`config.mk`:
```
export PLATFORM = sky130hd
export DESIGN_NAME = if_stage
export DESIGN_NICKNAME = d
export VERILOG_FILES = /design/src/rtl/cpu_pkg.sv /design/src/rtl/fetch_fifo.sv /design/src/rtl/if_stage.sv
export SDC_FILE = /design/constraint.sdc
export NUM_CORES = 1
export LEC_CHECK = 0
export BUFFER_PORTS_ARGS = -buffer_cell sky130_fd_sc_hd__buf_2
export CORE_MARGIN = 3
export CORE_UTILIZATION = 46
export DETAILED_ROUTE_END_ITERATION = 10
export HOLD_SLACK_MARGIN = 0.03
export PLACE_DENSITY = 0.7
export SYNTH_ARGS = -nofsm -noshare
export SYNTH_HDL_FRONTEND = slang
export SYNTH_SLANG_ARGS = --single-unit
```
`constraint.sdc`:
```
create_clock -name clk -period 8.2 [get_ports clk]
set_input_delay 0 -clock clk [delete_from_list [all_inputs] [get_ports clk]]
set_output_delay 0 -clock clk [all_outputs]
set_load 0.01 [all_outputs]
```
`src/rtl/cpu_pkg.sv`:
```
// Shared CPU definitions: PC-select codes (also decoded by Control_Unit),
// fetch-stage state encoding and the fetch queue entry layout.
package cpu_pkg;

  localparam logic [1:0] PCSEL_SEQ = 2'b00;
  localparam logic [1:0] PCSEL_BR  = 2'b01;
  localparam logic [1:0] PCSEL_REG = 2'b10;
  localparam logic [1:0] PCSEL_J   = 2'b11;

  localparam logic [1:0] IF_IDLE = 2'b00;
  localparam logic [1:0] IF_WAIT = 2'b01;
  localparam logic [1:0] IF_DROP = 2'b10;

  localparam logic [31:0] RESET_PC_DEFAULT = 32'h0000_0000;

  typedef struct packed {
    logic [31:0] inst;
    logic [31:0] pc4;
  } fetch_entry_t;

endpackage

```
`src/rtl/fetch_fifo.sv`:
```
// Circular fetch queue with a registered head entry; flush empties it in one
// cycle while the head register keeps showing the last entry.
module fetch_fifo
  import cpu_pkg::*;
#(
  parameter int DEPTH = 2
) (
  input  logic                   clk,
  input  logic                   clr,
  input  logic                   push,
  input  fetch_entry_t           push_data,
  input  logic                   pop,
  input  logic                   flush,
  output logic [$clog2(DEPTH):0] count,
  output logic                   head_valid,
  output fetch_entry_t           head
);

  localparam int AW = $clog2(DEPTH);
  localparam int CW = AW + 1;

  fetch_entry_t   mem [DEPTH];
  logic [AW-1:0]  rd_ptr;
  logic [AW-1:0]  wr_ptr;
  logic [AW-1:0]  rd_next;
  logic [CW-1:0]  cnt_pop;
  logic           wr_en;
  fetch_entry_t   head_n;

  assign wr_en      = push & ~flush;
  assign cnt_pop    = count - CW'(pop);
  assign rd_next    = rd_ptr + AW'(pop);
  assign head_valid = (count != '0);

  // Next head: the surviving entry after the pop, else the incoming word.
  always_comb begin
    head_n = head;
    if (cnt_pop != '0) head_n = mem[rd_next];
    else if (wr_en)    head_n = push_data;
  end

  always_ff @(posedge clk) begin
    if (wr_en) mem[wr_ptr] <= push_data;
  end

  always_ff @(posedge clk or posedge clr) begin
    if (clr) begin
      rd_ptr <= '0;
      wr_ptr <= '0;
      count  <= '0;
      head   <= '0;
    end else if (flush) begin
      rd_ptr <= '0;
      wr_ptr <= '0;
      count  <= '0;
    end else begin
      rd_ptr <= rd_next;
      if (wr_en) wr_ptr <= wr_ptr + AW'(1);
      count  <= cnt_pop + CW'(wr_en);
      head   <= head_n;
    end
  end

endmodule

```
`src/rtl/if_stage.sv`:
```
// Instruction-fetch stage: PC register, single-outstanding imem fetch, fetch queue to decode.
// Optional IF_STAT_EN adds stat_fetch/stat_flush counters.
module if_stage
  import cpu_pkg::*;
#(
  parameter logic [31:0] RESET_PC = RESET_PC_DEFAULT,
  parameter int          DEPTH    = 2
) (
  input  logic        clk,
  input  logic        clr,
  input  logic        redirect,
  input  logic [1:0]  pcsource,
  input  logic [31:0] bpc,
  input  logic [31:0] jpc,
  input  logic [31:0] rpc,
  output logic        imem_req,
  output logic [31:0] imem_addr,
  input  logic        imem_rvalid,
  input  logic [31:0] imem_rdata,
  output logic        id_valid,
  input  logic        id_ready,
  output logic [31:0] id_inst,
  output logic [31:0] id_pc4,
  output logic [1:0]  dbg_state
`ifdef IF_STAT_EN
  ,
  output logic [31:0] stat_fetch,
  output logic [31:0] stat_flush
`endif
);

  localparam int CW = $clog2(DEPTH) + 1;

  logic [1:0]    state, state_n;
  logic [31:0]   pc, pc_n, pc_plus4, target;
  logic [CW-1:0] count, occ_after_pop;
  logic          pop, push, space_idle, space_wait;
  fetch_entry_t  head, push_entry;

  // Handshakes: decode takes the head when id_valid & id_ready at a clock edge;
  // imem_req/imem_addr hold until the single imem_rvalid cycle that answers them.
  assign pop           = id_valid & id_ready & ~redirect;
  assign push          = (state == IF_WAIT) & imem_rvalid & ~redirect;
  assign pc_plus4      = pc + 32'd4;
  assign occ_after_pop = count - CW'(pop);
  assign space_idle    = occ_after_pop < CW'(DEPTH);
  assign space_wait    = (occ_after_pop + CW'(1)) < CW'(DEPTH);
  assign push_entry    = '{inst: imem_rdata, pc4: pc_plus4};

  // A sequential redirect skips past the flushed head.
  always_comb begin
    target = pc;
    case (pcsource)
      PCSEL_SEQ: target = id_valid ? id_pc4 : pc;
      PCSEL_BR:  target = bpc;
      PCSEL_REG: target = rpc;
      PCSEL_J:   target = jpc;
      default:   target = pc;
    endcase
  end

  always_comb begin
    state_n = state;
    pc_n    = pc;
    case (state)
      IF_IDLE: begin
        if (redirect)        pc_n    = target;
        else if (space_idle) state_n = IF_WAIT;
      end
      IF_WAIT: begin
        if (redirect) begin
          pc_n    = target;
          state_n = imem_rvalid ? IF_IDLE : IF_DROP;
        end else if (imem_rvalid) begin
          pc_n    = pc_plus4;
          state_n = space_wait ? IF_WAIT : IF_IDLE;
        end
      end
      IF_DROP: begin
        if (redirect)    pc_n    = target;
        if (imem_rvalid) state_n = IF_IDLE;
      end
      default: state_n = IF_IDLE;
    endcase
  end

  always_ff @(posedge clk or posedge clr) begin
    if (clr) begin
      state <= IF_IDLE;
      pc    <= RESET_PC;
    end else begin
      state <= state_n;
      pc    <= pc_n;
    end
  end

  fetch_fifo #(.DEPTH(DEPTH)) u_fifo (
    .clk        (clk),
    .clr        (clr),
    .push       (push),
    .push_data  (push_entry),
    .pop        (pop),
    .flush      (redirect),
    .count      (count),
    .head_valid (id_valid),
    .head       (head)
  );

  assign imem_req  = (state == IF_WAIT);
  assign imem_addr = pc;
  assign id_inst   = head.inst;
  assign id_pc4    = head.pc4;
  assign dbg_state = state;

`ifdef IF_STAT_EN
  always_ff @(posedge clk or posedge clr) begin
    if (clr) begin
      stat_fetch <= '0;
      stat_flush <= '0;
    end else begin
      stat_fetch <= stat_fetch + 32'(push);
      stat_flush <= stat_flush + 32'(redirect);
    end
  end
`endif

endmodule

```
# --- Word level (Yosys, flattened, before mapping) ---
# Memory sizes are Yosys's and may differ from the RTL's.
# Cells that the tools add are included.
word_totals:
  reg_bits: 102
  mem_bits_rw: 128
  n_memories: 1
  wordCells: 65
  output_inout_bits: 100
memory_table:
  columns: ["name", "words", "width", "read_ports", "rd_clocked_by_memory_dff", "write_ports", "line_no", "source"]
  rows:
  - ["u_fifo.mem", 2, 64, 1, 0, 1, "fetch_fifo.sv:22", "fetch_entry_t mem [DEPTH];"]
classes:
  n_mux: 22
  eq_ne: 10
  reduce_logical: 11
  n_lt_le_gt_ge: 2
  bitwise: 6
  addsub: 6
ops:
  columns: ["cell", "count"]
  rows:
  - ["$mux 32", 4]
  - ["$mux 64", 2]
  - ["$pmux 32 s4", 1]
  - ["$pmux 32 s2", 1]
  - ["$add 32x3->32 const B", 1]
  - ["$mux 2", 7]
  - ["$reduce_bool 2->1", 5]
  - ["$eq 2x2->1 const B", 3]
  - ["$mux 1", 6]
  - ["$ne 2x2->1 const B", 3]
  - ["$pmux 2 s3", 1]
  - ["$and 1x1->1", 5]
  - ["$eq 2x1->1 const B", 2]
  - ["$logic_not 2->1", 2]
  - ["$lt 2x2->1 const B", 2]
  - ["$reduce_and 4->1", 1]
  - ["$ne 3x2->1 const B", 1]
  - ["$reduce_and 3->1", 1]
  - ["$add 2x1->2", 1]
  - ["$add 2x1->2 const B", 1]
  - ["$ne 2x1->1 const B", 1]
  - ["$reduce_and 2->1", 1]
  - ["$reduce_or 2->1", 1]
  - ["$sub 2x1->2", 1]
  - ["other kinds (3)", 3]

# --- Depth between registers and ports, before layout ---
# Gate-level depths: netlist of the first run.
depth:
  depth_word: 10
  ltp_mapped: 12
  mapped_depth_nobuf: 11

# --- Hierarchy ---
# A second synthesis of the first run with hierarchy kept.
hier_totals:
  hier_cells: 874
  area_unflattened_um2: 11388.4
by_module_without_submodules:
  columns: ["module", "cells_each", "area_per_inst_um2", "seq_area_each_um2", "instances"]
  rows:
  - ["fetch_fifo", 486, 7807.5, 5545.3, 1]
  - ["if_stage", 388, 3580.9, 850.8, 1]

# --- Least setup slack after synthesis of the first run ---
# Ideal clock, no wire load.
synth_path:
  kind: "reg-to-reg"
  startpoint: "register state[1] (netlist: dbg_state[1])"
  endpoint: "memory u_fifo.mem[0][0] in the netlist's numbering, enable pin"
  period_less_slack_ns: 4.555
  arrival_time_ns: 4.068
  stages_incl_launch_ff: 8
  slack_ns: 3.645
  path_cell_list: "dfrtp_1 -> buf_2 -> and3b_1 -> buf_2 -> nand2_1 -> clkbuf_1 -> clkbuf_1 -> nor2_1"
synth_between:
  elab_chain_len: 6
synth_lines:
  columns: ["item", "line_no", "source"]
  rows:
  - ["from (decl)", "if_stage.sv:34", "logic [1:0] state, state_n;"]
  - ["from (signal assigned)", "if_stage.sv:92", "state <= state_n;"]
  - ["$eq 2x1->1", "if_stage.sv:43", "assign push = (state == IF_WAIT) & imem_rvalid & ~redirect;"]
  - ["$and 1x1->1 (2 in a row)", "if_stage.sv:43", null]
  - ["$and 1x1->1", "fetch_fifo.sv:30", "assign wr_en = push & ~flush;"]
  - ["$mux 1", "fetch_fifo.sv:43", "if (wr_en) mem[wr_ptr] <= push_data;"]
  - ["$mux 1 (implied by the code)", "fetch_fifo.sv:43", null]
  - ["to (decl)", "fetch_fifo.sv:22", null]
# No other way between the ends.

# --- Final worst setup path of the first run ---
layout_path:
  startpoint: "register u_fifo.count[1]"
  endpoint: "register u_fifo.head[15] (netlist name)"
layout_between:
  elab_chain_len: 7
  word_cells_on_any_way: 10
layout_lines:
  columns: ["item", "line_no", "source"]
  rows:
  - ["from (decl)", "fetch_fifo.sv:14", "output logic [$clog2(DEPTH):0] count,"]
  - ["from (signal assigned)", "fetch_fifo.sv:59", "count <= cnt_pop + CW'(wr_en);"]
  - ["$reduce_bool 2->1", "fetch_fifo.sv:33", "assign head_valid = (count != '0);"]
  - ["$and 1x1->1 (2 in a row)", "if_stage.sv:42", "assign pop = id_valid & id_ready & ~redirect;"]
  - ["$sub 2x1->2", "fetch_fifo.sv:31", "assign cnt_pop = count - CW'(pop);"]
  - ["$reduce_bool 2->1", "fetch_fifo.sv:38", "if (cnt_pop != '0) head_n = mem[rd_next];"]
  - ["$reduce_bool 2->1 (no line)", null, null]
  - ["$reduce_and 2->1 (no line)", null, null]
# Parallel ways exist; a longest one is shown, timed or not.
# A chain may end at the register's enable or synchronous reset.

==> results of run 1 <==
-- synth_stat cells (3+ instances only) --
cell type  count
xor2_1        11
a221o_1        8
nor3_1        28
nor2b_1        5
nor4_1         6
a211oi_1       5
o221a_2        6
o21ai_1        5
nand3_1       57
a21oi_1       28
o211ai_1      49
dfrtp_1      102
xnor2_1       16
buf_2         21
buf_4          5
and3_1         9
nand2_1      106
inv_1         18
and4_1         5
mux2i_1       69
a22o_1         6
xnor2_2        3
o31ai_1        4
a22oi_1        6
o22ai_1        4
ha_1           4
o21ai_0       30
edfxtp_1     128
nor3b_1        4
o22a_1         3
o311ai_0       4
or2_2          3
or3_1          8
clkbuf_1      37
nor2_1        35
buf_6          5
mux4_2        21
a21o_1         4
mux2_2        38
nand4_1       13
buf_1          7
-- metrics by stage --
stage                     hold slack, ns  cell area (um2)  worst slack, ns   util  std cells
after detailed placement           0.139            12900             3.69  0.527       1461
after floorplan                   0.0664            11500             3.65      -        964
after global routing              0.0792            14700             3.39  0.599       1601
after global placement             0.119            12900             3.87  0.527       1461
after CTS                         0.0498            14700             3.69  0.599       1601
final                             0.0646            14700             3.66  0.599       1601
-- report_power, final --
part | internal [mW] | total (mW) | leakage [nW] | switching, mW
clock | 0.652 | 1.09 | 0.403 | 0.442
sequential | 1.46 | 1.72 | 2.41 | 0.259
combinational | 0.520 | 1.15 | 3.47 | 0.631
total | 2.64 | 3.97 | 6.29 | 1.33
-- worst reg2reg max path, stage by stage (launching register included) --
cell	delay (ns)
dfrtp_1	0.46
o21ai_1	0.31
nand2b_4	0.22
inv_4	0.08
ha_1	0.20
xnor2_1	0.32
ha_2	0.25
buf_4	0.45
inv_1	0.46
nand2_2	0.26
buf_4	0.60
nand2_1	0.43
o221a_2	0.38
-- sequential cells by signal (all words and copies together) (netlist names) --
signal,count
u_fifo.mem,128
u_fifo.head,64
imem_addr,32
dbg_state,2
u_fifo.count,2
u_fifo.rd_ptr,1
u_fifo.wr_ptr,1
-- worst paths after layout --
kind                            startpoint         endpoint  slack [ns]  depth (start not counted)
hold / removal                      rpc[2]     imem_addr[2]        0.06                          4
max in group asynchronous              clr     imem_addr[5]        6.77                          4
min in group asynchronous              clr  u_fifo.head[58]        0.14                          3
setup / recovery           u_fifo.count[1]  u_fifo.head[15]        3.66                         12
hold reg to reg            u_fifo.head[44]  u_fifo.head[44]        0.49                          2
setup reg to reg           u_fifo.count[1]  u_fifo.head[15]        3.66                         12
-- metal layers --
metal  track usage  share of wire
met1         0.347           0.42
met2         0.405           0.47
met3        0.0439          0.087
met4        0.0788          0.029
met5             0              0
-- logic make-up (layout without fill, tap and decap cells) --
logic type	count (synthesis)	after routing	synth area share
buffers and inverters	96	409	0.0388
and+or+nand+nor	296	296	0.129
adders and majority gates	4	4	0.00434
DFF	230	230	0.555
xor gates and xnor gates	30	30	0.0248
muxes	128	128	0.138
AOI/OAI and AO/OA	180	180	0.110
-- timing repair --
item / 4_1_cts / 5_1_grt
setup endpoints to repair: 0 / 0
hold endpoints to repair: 174 / 0
hold buffers: 96 / 0
-- area by class of cell --
class,instances,area [um2],area share
Timing Repair Buffer,345,2240,0.153
Multi-Input combinational cell,638,4720,0.322
Clock buffer,36,737,0.0503
Inverter,20,80.1,0.00547
Tap cell,324,405,0.0277
Sequential cell,230,6400,0.437
Clock inverter,8,67.6,0.00461
==> qor.csv, run 1 <==
metric;value;unit
Pwr Total;3.97;mW
pin count of the biggest net entering global routing;65;
worst-path maximum fanout;55;
first-pass GRT wire length;52200;um
CTS Sinks;230;
synth top area cells;edfxtp_1, dfrtp_1, mux2i_1, mux4_2, mux2_2;
Slew headroom;0.230;
top cell type's share of synthesized area;0.334;
IO buf count;234;
Antenna Nets Post-Route;0;
Crit. End Element;register;
HPWL Detailed;22200;um
CTS H-tree depth;1;
crit path max-delay cell type;buf_4;
initial antenna violation count;0;
Root Buffer;clkbuf_16;
commonest non-fill, non-tap cell in the layout;buf_2;
Synthesis Warnings;0;
largest area contributor in the netlist;edfxtp_1;
gr usage total;0.251;
measured slew at the worst slew-check pin;1.15;ns
FMAX;220;MHz
clock latency on the worst-skew pair;0.52;ns
postcts setup bufs;0;
share of the yosys chip area belonging to registers;0.555;
crit-path most repeated cell;buf_4;
Setup CP Type;reg -> reg;
WP data required;8.60;ns
number of synthesized flops with an enable pin;128;
Max Cap Viol;0;
Placer Congestion;0.864;
cts repair resizes;0;
most frequent cells in the layout;buf_2, edfxtp_1, nand2_1;
row cnt;57;
total gr overflow;0;
syn nets;1103;
Fillers;1942;
total core area;24500;um2
Peak VDD IR;160;uV
register bit total from synthesis;230;
pwr/cell area;271;nW/um2
Fin Clk Skew;0.00904;ns
outcome;finished, final reports clean;
final setup TNS;0;ns
Die Ht;164;um
FFs w/ async S/R, synth;0.443;
Starting DRT DRC Count;863;
Primary FF master, synth;edfxtp_1;
nets@finish;1398;
Cell Chain, Critical Path;o21ai_1, nand2b_4, inv_4, ha_1, xnor2_1, ha_2, buf_4, inv_1, nand2_2, buf_4, nand2_1, o221a_2;
layout cells sized above 1;0.295;
Post-Syn Area per Cell;12.0;um2
hold crit path type;in -> reg;
number of global-route vias before repair;9369;
Residual DRC;0;
Crit path max-delay family;buffers and inverters;
Worst-path clk slew;0.06;ns
n_diodes;0;
Synth cell types;69;
Detailed Route WL;34300;um
DR vias/cell;5.86;
DRT Pass-1 Iters;5;
Setup violations, final;0;
CTS Buf Count;24;
DIE AREA;27000;um2
final critical-path required period;4.54;ns
CP peak stage delay;0.60;ns
Hold Fails Final Rpt;0;
Mapped Cells;964;
initial core utilization;0.471;
Die X;164;um
buffers plus inverters on the worst setup path;4;
Leak;6.29;nW
total number of vias;9375;
RSZ-0062 raised after global routing;false;
mapped cell area;11500;um2
Worst EP arrival;4.94;ns
clk buf depth;3;
fin. max-slew vios;0;
area delta synth->final;27.2;%
TritonCTS clock tree;built;
Ports;235;
Worst setup SP type;register;
WL/cell;21.4;um
period utilization;0.553;
No activity file was read; power rests on OpenSTA's default activity.
==> inputs of run 2 (changes only) <==
==> constraint.sdc (replaced) <==
create_clock -name clk -period 4.7 [get_ports clk]
set_input_delay 0 -clock clk [delete_from_list [all_inputs] [get_ports clk]]
set_output_delay 0 -clock clk [all_outputs]
set_load 0.01 [all_outputs]
==> run 2 against run 1 <==
Compared with the run above: power grew 77%; clock-buffer cell count is 3 lower; first-iteration DRC count rose by 2.7%; clock power is 81% higher.
==> qor.csv, run 2 (synthesis results as in run 1) <==
metric;value;unit
outcome;finished, final reports clean;
IO buf count;234;
WL/cell;21.8;um
Placer Congestion;0.898;
Setup violations, final;0;
Setup CP Type;reg -> reg;
worst-path maximum fanout;47;
Comb pwr share;0.289;
Worst setup SP type;register;
DR vias/cell;5.91;
Cell Chain, Critical Path;o21ai_1, nand2b_4, inv_4, ha_1, xnor2_1, ha_2, buf_4, nor2_1, nor2_4, buf_4, nand2_1, o211ai_1;
CP peak stage delay;0.54;ns
final setup TNS;0;ns
DRT Pass-1 Iters;6;
nets@finish;1399;
total core area;24500;um2
clock share of power;0.282;
final critical-path required period;3.79;ns
Crit path max-delay family;simple AND/OR/NAND/NOR gates;
TritonCTS clock tree;built;
CTS H-tree depth;1;
Starting DRT DRC Count;886;
Leak;6.28;nW
Crit. End Element;register;
first-pass GRT wire length;52800;um
switch share;0.335;
Detailed Route WL;35000;um
Fin Clk Skew;0.00729;ns
most frequent cells in the layout;buf_2, edfxtp_1, nand2_1;
Hold Fails Final Rpt;0;
area delta synth->final;27.4;%
gr usage total;0.254;
number of global-route vias before repair;9235;
Peak VDD IR;263;uV
Worst-path clk slew;0.06;ns
clk buf depth;3;
clock latency on the worst-skew pair;0.52;ns
initial core utilization;0.471;
Residual DRC;0;
internal power;4.66;mW
postcts setup bufs;0;
total gr overflow;0;
pwr/cell area;477;nW/um2
worst hold slack;0.0546;ns
Top reg by flops;u_fifo.mem;
Fillers;1973;
crit-path most repeated cell;buf_4;
row cnt;57;
FMAX;264;MHz
pin count of the biggest net entering global routing;71;
placed cell area;12900;um2
Slew headroom;0.214;
Die Ht;164;um
total number of vias;9464;
Ports;235;
Design Area, Final;14700;um2
Pwr Total;7.01;mW
RSZ-0062 raised after global routing;false;
net load switching power;2.34;mW
layout cells sized above 1;0.293;
Antenna Nets Post-Route;0;
WP data required;5.12;ns
Max Cap Viol;0;
commonest non-fill, non-tap cell in the layout;buf_2;
reg2reg setup slack;0.91;ns
crit path max-delay cell type;nor2_4;
cts repair resizes;0;
fin. max-slew vios;0;
Root Buffer;clkbuf_16;
n_diodes;0;
period utilization;0.807;
cts hold-fix bufs;95;
CTS Sinks;230;
Seq pwr share;0.430;
fin cells;1602;
hold crit path type;in -> reg;
buffers plus inverters on the worst setup path;3;
DIE AREA;27000;um2
HPWL Detailed;22500;um
Worst EP arrival;4.21;ns
Die X;164;um
measured slew at the worst slew-check pin;1.17;ns
max reg flops;128;
DP Cell Count;1463;
CTS Buf Count;24;
initial antenna violation count;0;
-- run 2: power by group through the flow --
stage                     combinational, mW  clock, mW  sequential (mW)
after global routing                   2.21       2.07             3.06
after floorplan                        1.10          0             3.00
after CTS                              2.02       2.00             3.00
final                                  2.02       1.97             3.01
after global placement                 1.86          0             3.03
after detailed placement               1.91          0             3.04
-- run 2: worst min-delay path, stage by stage --
cell,delay (ns)
buf_2,0.09
mux2_2,0.16
a211oi_1,0.07
o31ai_1,0.21
-- run 2: worst paths after layout --
check	from	to	depth (start not counted)
min in group asynchronous	clr	u_fifo.head[57]	3
worst min register to register	u_fifo.head[57]	u_fifo.head[57]	2
max in group asynchronous	clr	imem_addr[19]	4
worst min-delay path	bpc[16]	imem_addr[16]	4
worst max-delay path	u_fifo.count[1]	u_fifo.head[39]	12
worst max register to register	u_fifo.count[1]	u_fifo.head[39]	12
-- run 2: area by class of cell --
class | instances | area, um2 | area share
clock buffer | 33 | 656 | 0.0447
inverter | 20 | 80.1 | 0.00546
multi-input combinational | 638 | 4720 | 0.322
tap | 324 | 405 | 0.0276
timing repair buffer | 346 | 2260 | 0.154
sequential | 230 | 6400 | 0.436
clock inverter | 11 | 155 | 0.0106
-- run 2: metrics by stage --
stage,util,setup WS (ns)
3_5_place_dp,0.528,0.914
3_3_place_gp,0.528,1.08
6_report,0.600,0.906
2_1_floorplan,-,0.145
4_1_cts,0.600,0.874
5_1_grt,0.600,0.661
-- run 2: layer usage --
metal,GRT usage,vias up,part of all wire
li1,-,4241,-
met1,0.352,4588,0.41
met2,0.412,561,0.47
met3,0.0449,74,0.095
met4,0.0761,0,0.029
met5,0,-,0
